===== src/rtl/fp_div_iter_if.sv =====
// Start/done handshake bundle for the iterative FP divider: operands in, quotient and flags out.
interface fp_div_iter_if #(
  parameter int EXP_W = 8,
  parameter int MAN_W = 23
);
  localparam int W = 1 + EXP_W + MAN_W;

  logic         start;
  logic [W-1:0] a;
  logic [W-1:0] b;
  logic         busy;
  logic         done;
  logic [W-1:0] result;
  logic         overflow;
  logic         underflow;
  logic         div_by_zero;
  logic         invalid;

  modport master (
    output start, a, b,
    input  busy, done, result, overflow, underflow, div_by_zero, invalid
  );

  modport slave (
    input  start, a, b,
    output busy, done, result, overflow, underflow, div_by_zero, invalid
  );
endinterface


===== src/rtl/fp_div_iter.sv =====
// Iterative IEEE-754-style divider: restoring division, one quotient bit per cycle,
// DAZ inputs, FTZ outputs, round-to-nearest-even.
module fp_div_iter #(
  parameter int EXP_W = 8,
  parameter int MAN_W = 23
) (
  input  logic         clk,
  input  logic         rst_n,
  fp_div_iter_if.slave bus
);
  localparam int W  = 1 + EXP_W + MAN_W;
  localparam int Q  = MAN_W + 3;
  localparam int XW = EXP_W + 2;
  localparam int CW = $clog2(Q);

  localparam logic signed [XW-1:0] BIAS    = XW'((1 << (EXP_W - 1)) - 1);
  localparam logic signed [XW-1:0] EXP_MAX = XW'((1 << EXP_W) - 1);
  localparam logic signed [XW-1:0] XONE    = XW'(1);
  localparam logic signed [XW-1:0] XZERO   = '0;
  localparam logic [W-1:0] QNAN = {1'b0, {EXP_W{1'b1}}, 1'b1, {(MAN_W-1){1'b0}}};

  typedef enum logic [1:0] {IDLE, DIV, NORM, DONE} state_t;
  typedef enum logic [2:0] {C_ZERO, C_SUB, C_NORM, C_INF, C_NAN} cls_t;

  function automatic cls_t classify(input logic [W-1:0] x);
    logic [EXP_W-1:0] e;
    logic [MAN_W-1:0] m;
    e = x[W-2:MAN_W];
    m = x[MAN_W-1:0];
    if (e == '0)       return (m == '0) ? C_ZERO : C_SUB;
    else if (e == '1)  return (m == '0) ? C_INF : C_NAN;
    else               return C_NORM;
  endfunction

  state_t                 state;
  logic                   sign;
  logic [MAN_W+1:0]       rem;
  logic [MAN_W:0]         dvs;
  logic [Q-1:0]           q;
  logic signed [XW-1:0]   exp;
  logic [CW-1:0]          cnt;
  logic                   busy_r, done_r, ovf_r, unf_r, dbz_r, inv_r;
  logic [W-1:0]           result_r;

  assign bus.busy        = busy_r;
  assign bus.done        = done_r;
  assign bus.result      = result_r;
  assign bus.overflow    = ovf_r;
  assign bus.underflow   = unf_r;
  assign bus.div_by_zero = dbz_r;
  assign bus.invalid     = inv_r;

  // Operand classification and fixed results for the special cases.
  cls_t         ca, cb;
  logic         za, zb, sgn_in, special, sp_inv, sp_dbz;
  logic [W-1:0] sp_res;

  always_comb begin
    ca      = classify(bus.a);
    cb      = classify(bus.b);
    za      = (ca == C_ZERO) || (ca == C_SUB);
    zb      = (cb == C_ZERO) || (cb == C_SUB);
    sgn_in  = bus.a[W-1] ^ bus.b[W-1];
    special = 1'b1;
    sp_res  = '0;
    sp_inv  = 1'b0;
    sp_dbz  = 1'b0;
    if (ca == C_NAN || cb == C_NAN) begin
      sp_res = QNAN;
    end else if ((za && zb) || (ca == C_INF && cb == C_INF)) begin
      sp_res = QNAN;
      sp_inv = 1'b1;
    end else if (ca == C_INF) begin
      sp_res = {sgn_in, {EXP_W{1'b1}}, {MAN_W{1'b0}}};
    end else if (zb) begin
      sp_res = {sgn_in, {EXP_W{1'b1}}, {MAN_W{1'b0}}};
      sp_dbz = 1'b1;
    end else if (cb == C_INF || za) begin
      sp_res = {sgn_in, {(W-1){1'b0}}};
    end else begin
      special = 1'b0;
    end
  end

  // One restoring step.
  logic             ge;
  logic [MAN_W+1:0] rem_sub;

  always_comb begin
    ge      = (rem >= {1'b0, dvs});
    rem_sub = ge ? (rem - {1'b0, dvs}) : rem;
  end

  // Normalise, round to nearest even, then range-check.
  logic [Q-1:0]         qn;
  logic signed [XW-1:0] en, er;
  logic [MAN_W:0]       mant;
  logic                 guard, sticky, inc;
  logic [MAN_W+1:0]     mant_r;
  logic [MAN_W-1:0]     frac;
  logic [W-1:0]         nr_res;
  logic                 nr_ovf, nr_unf;

  always_comb begin
    qn     = q[Q-1] ? q : {q[Q-2:0], 1'b0};
    en     = q[Q-1] ? exp : exp - XONE;
    mant   = qn[Q-1:2];
    guard  = qn[1];
    sticky = qn[0] | (|rem);
    inc    = guard & (sticky | mant[0]);
    mant_r = {1'b0, mant} + {{(MAN_W+1){1'b0}}, inc};
    if (mant_r[MAN_W+1]) begin
      frac = mant_r[MAN_W:1];
      er   = en + XONE;
    end else begin
      frac = mant_r[MAN_W-1:0];
      er   = en;
    end
    nr_ovf = 1'b0;
    nr_unf = 1'b0;
    if (er >= EXP_MAX) begin
      nr_res = {sign, {EXP_W{1'b1}}, {MAN_W{1'b0}}};
      nr_ovf = 1'b1;
    end else if (er <= XZERO) begin
      nr_res = {sign, {(W-1){1'b0}}};
      nr_unf = 1'b1;
    end else begin
      nr_res = {sign, er[EXP_W-1:0], frac};
    end
  end

  always_ff @(posedge clk or negedge rst_n) begin
    if (!rst_n) begin
      state    <= IDLE;
      sign     <= 1'b0;
      rem      <= '0;
      dvs      <= '0;
      q        <= '0;
      exp      <= '0;
      cnt      <= '0;
      busy_r   <= 1'b0;
      done_r   <= 1'b0;
      result_r <= '0;
      ovf_r    <= 1'b0;
      unf_r    <= 1'b0;
      dbz_r    <= 1'b0;
      inv_r    <= 1'b0;
    end else begin
      case (state)
        IDLE: begin
          if (bus.start) begin
            sign <= sgn_in;
            if (special) begin
              result_r <= sp_res;
              ovf_r    <= 1'b0;
              unf_r    <= 1'b0;
              dbz_r    <= sp_dbz;
              inv_r    <= sp_inv;
              done_r   <= 1'b1;
              state    <= DONE;
            end else begin
              rem    <= {1'b0, 1'b1, bus.a[MAN_W-1:0]};
              dvs    <= {1'b1, bus.b[MAN_W-1:0]};
              exp    <= $signed({2'b00, bus.a[W-2:MAN_W]}) - $signed({2'b00, bus.b[W-2:MAN_W]}) + BIAS;
              q      <= '0;
              cnt    <= CW'(Q - 1);
              busy_r <= 1'b1;
              state  <= DIV;
            end
          end
        end
        DIV: begin
          rem <= {rem_sub[MAN_W:0], 1'b0};
          q   <= {q[Q-2:0], ge};
          if (cnt == '0) state <= NORM;
          else           cnt   <= cnt - CW'(1);
        end
        NORM: begin
          result_r <= nr_res;
          ovf_r    <= nr_ovf;
          unf_r    <= nr_unf;
          dbz_r    <= 1'b0;
          inv_r    <= 1'b0;
          busy_r   <= 1'b0;
          done_r   <= 1'b1;
          state    <= DONE;
        end
        DONE: begin
          done_r <= 1'b0;
          state  <= IDLE;
        end
        default: state <= IDLE;
      endcase
    end
  end
endmodule


===== src/flat_wrapper.sv =====
// flat-port wrapper written by rule: the top's interface ports become plain ports
module fp_div_iter_flat 
#(
  parameter int EXP_W = 8,
  parameter int MAN_W = 23
)
  (clk, rst_n, bus_start, bus_a, bus_b, bus_busy, bus_done, bus_result, bus_overflow, bus_underflow, bus_div_by_zero, bus_invalid);
  fp_div_iter_if #(.EXP_W(EXP_W), .MAN_W(MAN_W)) bus_i ();
  input  logic clk;
  input  logic rst_n;
  input wire logic [$bits(bus_i.start)-1:0] bus_start;
  input wire logic [$bits(bus_i.a)-1:0] bus_a;
  input wire logic [$bits(bus_i.b)-1:0] bus_b;
  output wire logic [$bits(bus_i.busy)-1:0] bus_busy;
  output wire logic [$bits(bus_i.done)-1:0] bus_done;
  output wire logic [$bits(bus_i.result)-1:0] bus_result;
  output wire logic [$bits(bus_i.overflow)-1:0] bus_overflow;
  output wire logic [$bits(bus_i.underflow)-1:0] bus_underflow;
  output wire logic [$bits(bus_i.div_by_zero)-1:0] bus_div_by_zero;
  output wire logic [$bits(bus_i.invalid)-1:0] bus_invalid;
  assign bus_i.start = bus_start;
  assign bus_i.a = bus_a;
  assign bus_i.b = bus_b;
  assign bus_busy = bus_i.busy;
  assign bus_done = bus_i.done;
  assign bus_result = bus_i.result;
  assign bus_overflow = bus_i.overflow;
  assign bus_underflow = bus_i.underflow;
  assign bus_div_by_zero = bus_i.div_by_zero;
  assign bus_invalid = bus_i.invalid;
  fp_div_iter #(.EXP_W(EXP_W), .MAN_W(MAN_W)) u_core (.clk(clk), .rst_n(rst_n), .bus(bus_i));
endmodule

===== config.mk =====
export PLATFORM = sky130hd
export DESIGN_NAME = fp_div_iter_flat
export DESIGN_NICKNAME = d
export VERILOG_FILES = /design/src/rtl/fp_div_iter_if.sv /design/src/rtl/fp_div_iter.sv /design/src/flat_wrapper.sv
export SDC_FILE = /design/constraint.sdc
export NUM_CORES = 1
export LEC_CHECK = 0
export BUFFER_PORTS_ARGS = -buffer_cell sky130_fd_sc_hd__buf_4
export CAP_MARGIN = 20
export CORE_MARGIN = 2
export CORE_UTILIZATION = 54
export DETAILED_ROUTE_END_ITERATION = 8
export HOLD_SLACK_MARGIN = 0.02
export PLACE_DENSITY = 0.78
export SYNTH_ARGS = -nofsm -noshare
export SYNTH_HDL_FRONTEND = slang
export SYNTH_SLANG_ARGS = --single-unit
export TNS_END_PERCENT = 30

===== constraint.sdc =====
create_clock -name clk -period 4.6 [get_ports clk]
set_input_delay 0.23 -clock clk [delete_from_list [all_inputs] [get_ports clk]]
set_output_delay 0.23 -clock clk [all_outputs]
set_load 0.03 [all_outputs]

* After elaboration in Yosys (flattened, before gate mapping) *
Cells that the tools add are included.

storage, ports and cells
  word-level logic and storage cells = 139
  output and inout port bits = 38
  flip-flop bits (word level) = 131

operators by class
  reduce and logical (&&, ||, !) cells = 27
  add/subtract/negate cells = 7
  bitwise operators = 5
  equal/unequal tests = 16
  multiplexer cells = 67
  magnitude comparators = 3

operators with widths
  kind                   number
  $mux 32                7
  $mux 26                3
  $pmux 32 s2            1
  $mux 31                2
  $pmux 26 s2            1
  $mux 25                2
  $pmux 25 s2            1
  $logic_not 23->1       2
  $mux 1                 26
  $add 24x1->25          1
  $ge 25x24->1           1
  $reduce_or 25->1       1
  $mux 24                1
  $sub 24x24->24         1
  $mux 23                1
  $mux 10                2
  $mux 3                 6
  $eq 8x8->1 const B     2
  $logic_not 8->1        2
  $mux 5                 3
  $reduce_and 3->1       5
  $add 10x2->10 const B  1
  $add 10x8->10 const B  1
  $ge 10x9->1 const B    1
  other kinds (29)       51

* Depth between registers and ports, before layout *
  depth in word-level cells = 15
  mapped depth = 19

* Worst setup path before layout *
Ideal clock, no wire load.

  path type = register -> register
  from = register u_core.q[25]
  to = register u_core.result_r[1], in the netlist u_core.bus.result[1]
  arrival = 4.272 ns
  library setup time = 0.122 ns
  slack = 0.206 ns
  required time = 4.478 ns
  cell stages (with the launch flop) = 19
  period minus slack after synthesis = 4.394 ns
  path through = dfrtp_1 > buf_6 > buf_6 > buf_2 > buf_2 > buf_1 > clkbuf_1 > nand2_1 > a21oi_1 > ha_1 > nand3_1 > nor3_2 > nand4_1 > nor4_1 > mux2i_1 > a211oi_2 > and3b_1 > buf_4 > a32o_1

between the ends
  word-level cells in the longest chain between the ends = 10
  elaborated cells between the ends (all ways) = 14
  classes of those cells = add/sub: 2; order compare: 2; mux: 7; bitwise: 3

ends and longest elaborated chain
  item                    RTL line            RTL
  from (decl)             fp_div_iter.sv:39   logic [Q-1:0] q;
  from (signal assigned)  fp_div_iter.sv:174  q <= {q[Q-2:0], ge};
  $mux 26                 fp_div_iter.sv:105  qn = q[Q-1] ? q : {q[Q-2:0], 1'b0};
  $or 1x1->1              fp_div_iter.sv:109  sticky = qn[0] | (|rem);
  $or 1x1->1              fp_div_iter.sv:110  inc = guard & (sticky | mant[0]);
  $and 1x1->1             fp_div_iter.sv:110
  $add 24x1->25           fp_div_iter.sv:111  mant_r = {1'b0, mant} + {{(MAN_W+1){1'b0}}, inc};
  $mux 10                 fp_div_iter.sv:112  if (mant_r[MAN_W+1]) begin
  $le 10x1->1             fp_div_iter.sv:124  end else if (er <= XZERO) begin
  $mux 31                 fp_div_iter.sv:124
  $mux 31 (*)             fp_div_iter.sv:121  if (er >= EXP_MAX) begin
  $pmux 32 s2 (*)         fp_div_iter.sv:149  case (state)
  to (signal assigned)    fp_div_iter.sv:154  result_r <= sp_res;
  to (signal assigned)    fp_div_iter.sv:179  result_r <= nr_res;
  to (decl)               fp_div_iter.sv:43   logic [W-1:0] result_r;

Every way passes the cells marked *; elsewhere a longest branch is shown, timed or not.
A chain may end at the register's enable or synchronous reset.

* Worst setup path after layout *
  from = register u_core.q[25]
  to = register u_core.result_r[7], in the netlist u_core.bus.result[7]

Same word-level chain as after synthesis.

==> impl_metrics.yaml <==
run_status:
  status: "complete, no violations"
sta:
  finalCritPeriodShare: 0.814
  fin_crit_ns: 3.74
  finalSetupTns_ns: 0
  final_max_slew_viol_count: 0
  worst_slew_pin_slew_ns: 0.907
  maxSlewHeadroom: 0.395
  finalWorstSetupSlack_ns: 0.856
  hold_ws_ns: 0.0303
  fmax_mhz: 267
  finalClockSkew_ns: 0.00728
  final-hold-violation-count: 0
  rsz0062_at_grt: "no"
  setup_viol: 0
clocking:
  htree_levels: 4
  clk_latency_ns: 0.43
  ctsLongestPathBuffers: 2
  cts_tree: "done"
  clock-root-buffer: "clkbuf_16"
  postCtsSetupBuffers: 0
  cts.sinks: 131
  cts_made_buffers: 17
  clk_pin_slew_ns: 0.06
  cts_resized: 0
placed_design:
  place_hpwl_mm: 18.2
  gp_congestion: 0.967
  dp.cells: 1406
  portBuffers: 104
  pre_cts_slack_ns: 0.932
synthesis:
  synth_warnings: 0
  synth_area_leader_cell: "dfrtp_1"
  syn_nets: 1243
  synth-seq-cells: 131
  synthFlopType: "dfrtp_1"
  synth.distinct_cells: 80
  synth_mux_area_frac: 0.0398
  synthCells: 1131
  synth_fa_ha_area_frac: 0.0619
  synthArstFlopShare: 1.00
  synth_top_family_by_area: "simple AND/OR/NAND/NOR gates"
  synth_edf_count: 0
  synth_compound_area_frac: 0.197
  synth_xor_area_frac: 0.0694
  ys_top_cells_by_area: "dfrtp_1, nand2_1, ha_1, o21ai_0, xnor2_1"
  yosys.area_share.simple: 0.227
  avgSynthCellArea_sq_um: 8.26
  netlist_area_sq_mm: 0.00934
  yosysTopAreaCellShare: 0.351
  ys_seq_area_frac: 0.351
pwr:
  p_leak_nw: 4.87
  ir_drop_mv: 0.434
  swShare: 0.460
  clockPowerShare: 0.187
  p_seq_frac: 0.248
  powerDensity_mw_per_mm2: 669
  p_int_mw: 3.95
  combPwrFrac: 0.565
  p_sw_mw: 3.37
global_route:
  antenna_found_initial: 0
  overflow: 0
  first_global_vias: 8176
  grt_pass1_wl_mm: 41.1
  grt_max_degree: 97
  grt_usage: 0.282
routing:
  avgViaCountPerCell: 6.02
  route.detailed.drc: 0
  drt_iter0_drc: 722
  vias: 8727
  first_pass_iters: 5
  drt_wl_total_mm: 24.9
  avgRoutedWirePerCell_um: 17.2
  ant_nets: 0
layout:
  fin_util: 0.639
  drive_gt1_frac: 0.143
  area_growth_pct: 17.2
  ff_latch_area_sq_mm: 0.00328
  fill_cells: 1476
  multiInputGateArea_sq_mm: 0.00558
  nets: 1324
  stdcell_count: 1449
floorplan:
  rows: 48
  die_area_sq_mm: 0.0184
  io_pins: 105
  die-height_um: 136
  core_area_sq_mm: 0.0171
  initial_core_util: 0.546
  dieWidth_um: 136
critical_path:
  cp_max_fo: 53
  crit_path_end_kind: "register"
  critPathLaunchType: "register"
  rrSetupSlack_ns: 0.86
  path_class: "register to register"
  arrival_ns: 4.10
  crit_required_ns: 4.95
hold_path:
  holdCritPathClass: "input pin to register"
job:
  max_cap_violations: 0
through the flow:
stage / power [mW] / area, sq um
6_report: 7.32 / 10900
5_1_grt: 7.88 / 10900
4_1_cts: 7.28 / 10900
3_5_place_dp: 5.87 / 10200
3_3_place_gp: 5.79 / 10200
2_1_floorplan: 4.82 / 9340
routing by layer:
| metal | share of wire | GRT usage | up-vias |
|---|---|---|---|
| li1 | - | - | 4200 |
| met1 | 0.44 | 0.382 | 4153 |
| met2 | 0.47 | 0.462 | 328 |
| met3 | 0.059 | 0.0441 | 46 |
| met4 | 0.024 | 0.100 | 0 |
| met5 | 0 | 0 | - |
logic make-up (layout without fill, tap and decap cells):
group,after synthesis,in the layout
XOR/XNOR,74,74
multiplexers,36,36
buffers and inverters,127,219
adder cells (fa/ha/maj),45,45
AO/OA/AOI/OAI,294,294
AND/OR/NAND/NOR,424,424
flip-flops,131,131
other,0,1
state kept, by name (all words and copies together), names as in the netlist:
| register | count |
|---|---|
| u_core.bus.done | 1 |
| u_core.exp | 10 |
| u_core.bus.overflow | 1 |
| u_core.sign | 1 |
| u_core.dvs | 24 |
| u_core.bus.busy | 1 |
| u_core.bus.div_by_zero | 1 |
| u_core.bus.result | 32 |
| u_core.cnt | 5 |
| u_core.bus.underflow | 1 |
| u_core.bus.invalid | 1 |
| u_core.state | 2 |
| u_core.rem | 25 |
| u_core.q | 26 |
final cells by class:
class | instances | share of cell area
Tap cell | 225 | 0.0257
Inverter | 63 | 0.0216
Multi-Input combinational cell | 873 | 0.510
Timing Repair Buffer | 126 | 0.0895
Clock buffer | 25 | 0.0444
Antenna cell | 1 | 0.000229
Clock inverter | 5 | 0.00914
Sequential cell | 131 | 0.300
worst paths after layout:
check,start,to,cells past startpoint
worst max-delay path,u_core.q[25]$_DFFE_PN0P_,u_core.bus.result[7]$_DFFE_PN0P_,10
worst min-delay path,bus_b[18],u_core.dvs[18]$_DFFE_PN0P_,3
worst max register to register,u_core.q[25]$_DFFE_PN0P_,u_core.bus.result[7]$_DFFE_PN0P_,10
worst min register to register,u_core.dvs[23]$_DFFE_PN0P_,u_core.dvs[23]$_DFFE_PN0P_,2
max in group asynchronous,rst_n,u_core.dvs[22]$_DFFE_PN0P_,3
min in group asynchronous,rst_n,u_core.bus.div_by_zero$_DFFE_PN0P_,2
power by group through the flow:
stage / combinational (mW) / clock, mW / sequential [mW]
3_3_place_gp: 3.98 / 0 / 1.81
2_1_floorplan: 3.02 / 0 / 1.80
4_1_cts: 4.08 / 1.39 / 1.81
3_5_place_dp: 4.05 / 0 / 1.82
5_1_grt: 4.58 / 1.44 / 1.86
6_report: 4.13 / 1.37 / 1.82
cell usage after synthesis, types with 7 or more instances:
master	n
a22oi_1	7
o21ai_0	107
mux2_2	9
nor2b_1	11
a21oi_1	71
ha_1	43
a21o_1	19
a22o_1	9
nand2b_1	11
nor2_1	53
o31ai_1	8
o21ai_1	9
inv_1	62
and3_1	20
nand2_1	167
mux2i_1	27
xor2_1	27
xnor2_1	47
dfrtp_1	131
nand3_1	45
nor3_1	23
clkbuf_1	42
nand4_1	20
nor4_1	26
o21a_1	7
buf_2	11
placed cells by master, fill, tap and decap left out, types with 27 or more instances in the layout:
cell / synthesis / routed
buf_4: 1 / 113
o21ai_0: 107 / 106
nand3_1: 45 / 45
nor2_1: 53 / 52
nand2_1: 167 / 167
xnor2_1: 47 / 47
ha_1: 43 / 43
xor2_1: 27 / 27
a21oi_1: 71 / 69
inv_1: 62 / 62
dfrtp_1: 131 / 130
mux2i_1: 27 / 27
what timing repair did:
item / CTS / global route
hold endpoints to repair: 106 / 0
hold buffers: 12 / 0
setup endpoints to repair: 0 / 0
worst max-delay path, stage by stage (launching register included):
cell,delay (ns)
dfrtp_2,0.43
buf_4,0.53
mux2i_1,0.20
nor4_2,0.48
nand4_2,0.26
a2111oi_4,0.50
nand3_1,0.15
a21oi_1,0.34
and3b_1,0.38
nand2_2,0.19
o21ai_1,0.17
Power figures use the tool's default switching activity.
